$ cat src/rtl/t03_wb_arbiter.sv
// t03_wb_arbiter
// Two-requester arbiter sharing one Wishbone manager port between the CPU
// instruction-fetch port (M0, read only) and the MMIO data side (M1).
// Ties are resolved round-robin. A granted transaction is latched onto the
// bus until bus_ack, then answered with a one-cycle ack pulse.
// Optional build macro: T03_ARB_TIMEOUT_EN -- a bus cycle that sees no
// bus_ack within TIMEOUT_CYCLES busy cycles is aborted and completed with
// 32'hDEADBEEF, with a one-cycle bus_timeout pulse.

module t03_wb_arbiter #(
   parameter int TIMEOUT_CYCLES = 255
) (
   input  logic        clk,
   input  logic        rst,
   input  logic [31:0] if_addr,
   input  logic        if_ren,
   output logic [31:0] if_data,
   output logic        if_ack,
   input  logic [31:0] d_addr,
   input  logic [31:0] d_wdata,
   input  logic [3:0]  d_sel,
   input  logic        d_wen,
   input  logic        d_ren,
   output logic [31:0] d_data,
   output logic        d_ack,
   output logic [31:0] bus_addr,
   output logic [31:0] bus_do,
   output logic [3:0]  bus_sel,
   output logic        bus_wen,
   output logic        bus_ren,
   input  logic [31:0] bus_di,
   input  logic        bus_ack,
   output logic        bus_timeout
);

   typedef enum logic [1:0] {
      ST_IDLE = 2'd0,
      ST_BUSY = 2'd1,
      ST_RESP = 2'd2
   } state_t;

   localparam logic PORT_M0 = 1'b0;
   localparam logic PORT_M1 = 1'b1;

   state_t      state_r;
   logic        last_grant_r;
   logic        grant_r;
   logic        req0_s;
   logic        req1_s;
   logic        pick_s;
   logic        abort_s;
   logic [31:0] done_data_s;

   assign req0_s = if_ren;
   assign req1_s = d_wen | d_ren;

   // Choose the port to grant: the lone requester, or on a tie the port
   // that did not win last time
   always_comb begin
      pick_s = PORT_M0;
      if (req0_s && req1_s) begin
         pick_s = ~last_grant_r;
      end else if (req1_s) begin
         pick_s = PORT_M1;
      end else begin
         pick_s = PORT_M0;
      end
   end

   // Data returned to the granted port: bus read data on a real ack,
   // the poison word when the cycle is aborted
   always_comb begin
      done_data_s = 32'h0000_0000;
      if (bus_ack) begin
         done_data_s = bus_di;
      end else begin
         done_data_s = 32'hDEAD_BEEF;
      end
   end

`ifdef T03_ARB_TIMEOUT_EN
   localparam int CNT_W = ($clog2(TIMEOUT_CYCLES + 1) > 8) ? $clog2(TIMEOUT_CYCLES + 1) : 8;
   localparam logic [CNT_W-1:0] CNT_LAST = CNT_W'(TIMEOUT_CYCLES - 1);

   logic [CNT_W-1:0] busy_cnt_r;

   // Count completed BUSY cycles; held at zero outside BUSY so every
   // transaction starts counting from zero
   always_ff @(posedge clk) begin
      if (!rst) begin
         busy_cnt_r <= {CNT_W{1'b0}};
      end else if (state_r != ST_BUSY) begin
         busy_cnt_r <= {CNT_W{1'b0}};
      end else begin
         busy_cnt_r <= busy_cnt_r + {{(CNT_W-1){1'b0}}, 1'b1};
      end
   end

   // Abort at the end of the TIMEOUT_CYCLES-th busy cycle; a bus_ack in
   // that same cycle wins and completes normally
   assign abort_s = (state_r == ST_BUSY) && !bus_ack && (busy_cnt_r == CNT_LAST);
`else
   // Without the timeout build a bus cycle waits for bus_ack indefinitely
   assign abort_s = 1'b0;
`endif

   // Arbitration FSM; owns every registered output of the block
   always_ff @(posedge clk) begin
      if (!rst) begin
         state_r      <= ST_IDLE;
         last_grant_r <= PORT_M1;
         grant_r      <= PORT_M0;
         bus_addr     <= 32'h0000_0000;
         bus_do       <= 32'h0000_0000;
         bus_sel      <= 4'h0;
         bus_wen      <= 1'b0;
         bus_ren      <= 1'b0;
         if_data      <= 32'h0000_0000;
         d_data       <= 32'h0000_0000;
         if_ack       <= 1'b0;
         d_ack        <= 1'b0;
         bus_timeout  <= 1'b0;
      end else begin
         if_ack      <= 1'b0;
         d_ack       <= 1'b0;
         bus_timeout <= 1'b0;
         case (state_r)
            ST_IDLE: begin
               if (req0_s || req1_s) begin
                  grant_r      <= pick_s;
                  last_grant_r <= pick_s;
                  state_r      <= ST_BUSY;
                  if (pick_s == PORT_M0) begin
                     bus_addr <= if_addr;
                     bus_do   <= 32'h0000_0000;
                     bus_sel  <= 4'hF;
                     bus_wen  <= 1'b0;
                     bus_ren  <= 1'b1;
                  end else begin
                     // a simultaneous write and read request is a write
                     bus_addr <= d_addr;
                     bus_do   <= d_wdata;
                     bus_sel  <= d_sel;
                     bus_wen  <= d_wen;
                     bus_ren  <= ~d_wen;
                  end
               end else begin
                  state_r <= ST_IDLE;
               end
            end
            ST_BUSY: begin
               if (bus_ack || abort_s) begin
                  bus_wen     <= 1'b0;
                  bus_ren     <= 1'b0;
                  bus_timeout <= abort_s;
                  state_r     <= ST_RESP;
                  if (grant_r == PORT_M0) begin
                     if_data <= done_data_s;
                     if_ack  <= 1'b1;
                  end else begin
                     d_data  <= done_data_s;
                     d_ack   <= 1'b1;
                  end
               end else begin
                  state_r <= ST_BUSY;
               end
            end
            ST_RESP: begin
               // ack is visible in this cycle; no grant until back in IDLE
               state_r <= ST_IDLE;
            end
            default: begin
               state_r <= ST_IDLE;
            end
         endcase
      end
   end

endmodule

$ cat config.mk
export PLATFORM = sky130hd
export DESIGN_NAME = t03_wb_arbiter
export DESIGN_NICKNAME = d
export VERILOG_FILES = /design/src/rtl/t03_wb_arbiter.sv
export SDC_FILE = /design/constraint.sdc
export NUM_CORES = 1
export LEC_CHECK = 0
export ABC_AREA = 1
export BUFFER_PORTS_ARGS = -buffer_cell sky130_fd_sc_hd__buf_4
export CAP_MARGIN = 20
export CORE_ASPECT_RATIO = 0.7
export CORE_UTILIZATION = 42
export CTS_CLUSTER_DIAMETER = 60
export CTS_CLUSTER_SIZE = 10
export DETAILED_ROUTE_END_ITERATION = 10
export PLACE_DENSITY = 0.77
export SYNTH_ARGS = -nofsm -noshare
export SYNTH_HDL_FRONTEND = slang
export SYNTH_SLANG_ARGS = --single-unit
$ cat constraint.sdc
create_clock -name clk -period 1.2 [get_ports clk]
set_clock_uncertainty 0.15 [all_clocks]
set_input_delay 0.24 -clock clk [delete_from_list [all_inputs] [get_ports clk]]
set_output_delay 0.24 -clock clk [all_outputs]
set_load 0.01 [all_outputs]
# After elaboration in Yosys (flattened, before gate mapping)
# Index checks and enable logic that the tools add are counted.
dict set report totals {
  input_bits 138
  out_inout_bits 137
  wordCells 45
  register_bits 140
}
dict set report op_classes {
  n_reduce_logical 9
  muxes 17
  bitwise_logic 4
  eq_ne 3
}
# op count
set ops {}
lappend ops {{$mux W32} 2}
lappend ops {{$reduce_and A3 Y1} 4}
lappend ops {{$mux W1} 10}
lappend ops {{$mux W4} 1}
lappend ops {{$ne A2 B2 Y1 const B} 2}
lappend ops {{$pmux W1 S2} 2}
lappend ops {{$pmux W2 S2} 1}
lappend ops {{$not A1 Y1} 3}
lappend ops {{$eq A2 B1 Y1 const B} 1}
lappend ops {{$logic_not A2 Y1} 1}
lappend ops {{$mux W2} 1}
lappend ops {{$reduce_and A2 Y1} 1}
lappend ops {{$reduce_bool A2 Y1} 1}
lappend ops {{$logic_and A1 B1 Y1} 1}
lappend ops {{$logic_or A1 B1 Y1} 1}
lappend ops {{$or A1 B1 Y1} 1}

# Longest topological paths before layout
dict set report logic_depth {
  depth_word 6
  mapped_depth 8
  depth_no_buf 7
}

# Least setup slack after synthesis
# No wires, ideal clock.
dict set report synth_path {
  path_kind {register -> register}
  from {register state_r[1]}
  to {register bus_addr[10]}
  path_buffers 1
  setup_ns 0.111
  slack_ns -0.041
  required_time_ns 0.939
  synth_period_minus_slack_ns 1.241
  arrival_time_ns 0.979
  path_stages_with_launch 8
  path_cell_list {dfxtp_1 > inv_2 > nand2_2 > a21oi_2 > buf_2 > nand2_1 > nor2_1 > nor2_1}
}
dict set report synth_between {
  elab_chain_len 2
}
# item line
set synth_lines {}
lappend synth_lines {{start, declared} 45} ;# state_t state_r;
lappend synth_lines {{start signal, assigned} 110} ;# state_r <= ST_IDLE;
lappend synth_lines {{start signal, assigned} 132} ;# state_r <= ST_BUSY;
lappend synth_lines {{start signal, assigned} 148} ;# state_r <= ST_IDLE;
lappend synth_lines {{$logic_not A2 Y1} 127} ;# case (state_r)
lappend synth_lines {{$reduce_and A2 Y1 (no source line)} --}
lappend synth_lines {{end signal, assigned} 134} ;# bus_addr <= if_addr;
lappend synth_lines {{end signal, assigned} 141} ;# bus_addr <= d_addr;
lappend synth_lines {{end, declared} 26} ;# output logic [31:0] bus_addr,
# No other way between the ends.
# A chain may end at the register's enable or synchronous reset.

# Worst setup path in the final report
dict set report layout_path {
  from {register state_r[1]}
  to {register bus_addr[3]}
}
# The elaborated chain is that of the path after synthesis.

==> metrics.txt <==
status finished, violations left; violated checks negative setup slack; antenna viol nets, final 0; DR WL/cell 19.42 um; CP Data Arrival Time 1.64 ns; area growth from synthesis to layout 103.9%; die area 14110 sq um; NetSw 4.736 mW; Final period util 1.225; # fillers 587; largest net degree at the start of global routing 51; grt total ovfl 0; total vias in the final route 7549; First-pass DRT Iterations 4; maxcap violations 0; Synth Cell Area 5725 sq um; most frequent cells in the layout nor2_1 (212), buf_4 (185), nand2_1 (153); H-tree depth 4; CTS sink cnt 140; endpoints failing hold 0; CP Launch Type flip-flop; CTS max path bufs 2; drt drc 0; CP required 1.37 ns; initial antenna violation count 0; Setup Crit Path Kind flip-flop to flip-flop; Final Non-Filler Cells 1443; fin nets 1383; # rows 35; post-route setup slack -0.2706 ns; Final setup viols 273; number of I/O port buffers 273; Iteration-0 DRC Markers 443; power per cell area 1306 nW/um^2; Tmin final 1.471 ns; CTS tree done; post-layout util 0.8829; Max Fanout on Critical Path 12; vias in the first global route 6749; antenna cells 0; clock share of power 0.357; core outline area 13230 sq um; Peak VDD IR 0.001248 V; Cell Area, Placed 8103 sq um; Final Cell Area 11680 sq um; first-pass GRT wire length 32.56 mm; crit path capture type flip-flop; Gate power share 0.289; switch share 0.3106; DP Cell Count 1264; maximum achievable frequency 680.0 MHz; Vias/cell 5.231; dpl hpwl 11.60 mm; Syn. warnings 0; TritonCTS Buffers 17; Internal Power 10.51 mW; Root Driver clkbuf_16; share of layout cells above drive strength 1 0.5191; final WL 28.02 mm; Worst-Skew Late Latency 0.41 ns; Pleak 5.391 nW; post-synth net total 966; Die Y 99.69 um; Syn Area/Cell 6.915 sq um; pins over their slew limit 0; Boundary Pins 275; synth unique cells 22; RSZ-0062 raised after global routing yes; CTS clock-pin slew for the worst setup and hold paths 0.06 ns; Starting Density 0.4329; Gate Count Post-Synth 828; Die Wd 141.6 um; total track usage 0.2933; Yosys reg bits 140; Hold Path Class primary input to flip-flop; routability cong. 0.7816; commonest non-fill, non-tap cell in the layout nor2_1; sequential power share 0.354; sequential area share after synthesis 0.4895
## flip-flops by register name (all words and copies together), names as in the netlist
name / cells
last_grant_r: 1
bus_addr: 32
bus_ren: 1
if_data: 32
state_r: 2
bus_sel: 4
grant_r: 1
bus_wen: 1
if_ack: 1
d_ack: 1
bus_do: 32
d_data: 32
## metrics by stage
step / setup WS (ns) / power (mW) / setup TNS, ns / hold WS, ns
floorplan: -0.007205 / 6.679 / -0.1590 / 0.2107
global placement: -0.1787 / 7.903 / -15.27 / 0.2968
detailed placement: -0.2252 / 7.950 / -18.33 / 0.3039
CTS: -0.1382 / 13.97 / -18.53 / 0.002811
global route: -0.3057 / 15.69 / -38.96 / 0.04693
finish: -0.2706 / 15.25 / -27.78 / 0.02499
## cell families after synthesis
logic type	after synthesis	share of synthesized area
compound gates	102	0.08982
simple gates	456	0.3132
flops	140	0.4895
buf+inv	129	0.1069
other cells	1	0.0006550
## power groups by stage
stage	sequential (mW)	combinational (mW)	clock (mW)
5_1_grt	5.42	4.63	5.65
3_5_place_dp	5.31	2.64	0
2_1_floorplan	5.46	1.22	0
3_3_place_gp	5.30	2.61	0
6_report	5.40	4.40	5.45
4_1_cts	5.35	3.26	5.37
## critical path, cell delays in order (launching register included)
cell       delay (ns)
dfxtp_2          0.34
inv_2            0.08
nand2_4          0.08
inv_8            0.12
nand2_8          0.10
clkbuf_16        0.21
nand2_1          0.07
nand2_1          0.08
nor2_1           0.16
## Yosys cell counts, drive strengths merged
master | count | share of area
conb | 1 | 0.00065
nand2 | 182 | 0.12
inv | 78 | 0.052
a21oi | 37 | 0.033
clkbuf | 18 | 0.012
buf | 33 | 0.043
nor2 | 238 | 0.16
nand3 | 36 | 0.032
o21ai | 65 | 0.057
dfxtp | 140 | 0.49
## final timing paths
path / startpoint / end / slack [ns] / cells after the start
max: state_r[1]$_SDFF_PN0_ / bus_addr[3]$_SDFFE_PN0P_ / -0.27 / 8
min: d_addr[14] / bus_addr[14]$_SDFFE_PN0P_ / 0.02 / 5
max reg2reg: state_r[1]$_SDFF_PN0_ / bus_addr[3]$_SDFFE_PN0P_ / -0.27 / 8
min reg2reg: d_data[29]$_SDFFE_PN0P_ / d_data[29]$_SDFFE_PN0P_ / 0.34 / 2
## routing by layer
layer,part of all wire,global-route usage,vias to the layer above
met4,0.048,0.1208,0
met1,0.36,0.3204,3481
met5,0,0,-
met2,0.49,0.5290,561
met3,0.11,0.09100,138
li1,-,-,3369
## cell type report
| class | instances | area [sq um] | area share |
|---|---|---|---|
| Clock inverter | 14 | 160.2 | 0.01372 |
| Inverter | 78 | 312.8 | 0.02679 |
| Sequential cell | 140 | 2977 | 0.2549 |
| Multi-Input combinational cell | 560 | 2979 | 0.2551 |
| Clock buffer | 18 | 439.2 | 0.03761 |
| Timing Repair Buffer | 448 | 4577 | 0.3920 |
| Tap cell | 185 | 231.5 | 0.01982 |
## repair_timing
item	CTS	global route
buffers inserted	7	31
hold buffers	93	0
cloned	4	12
pin swaps	1	39
endpoints found under the setup margin	273	274
hold endpoints to repair	125	0
resized for setup	306	170
Note: power is estimated with default switching activity, not from simulation.
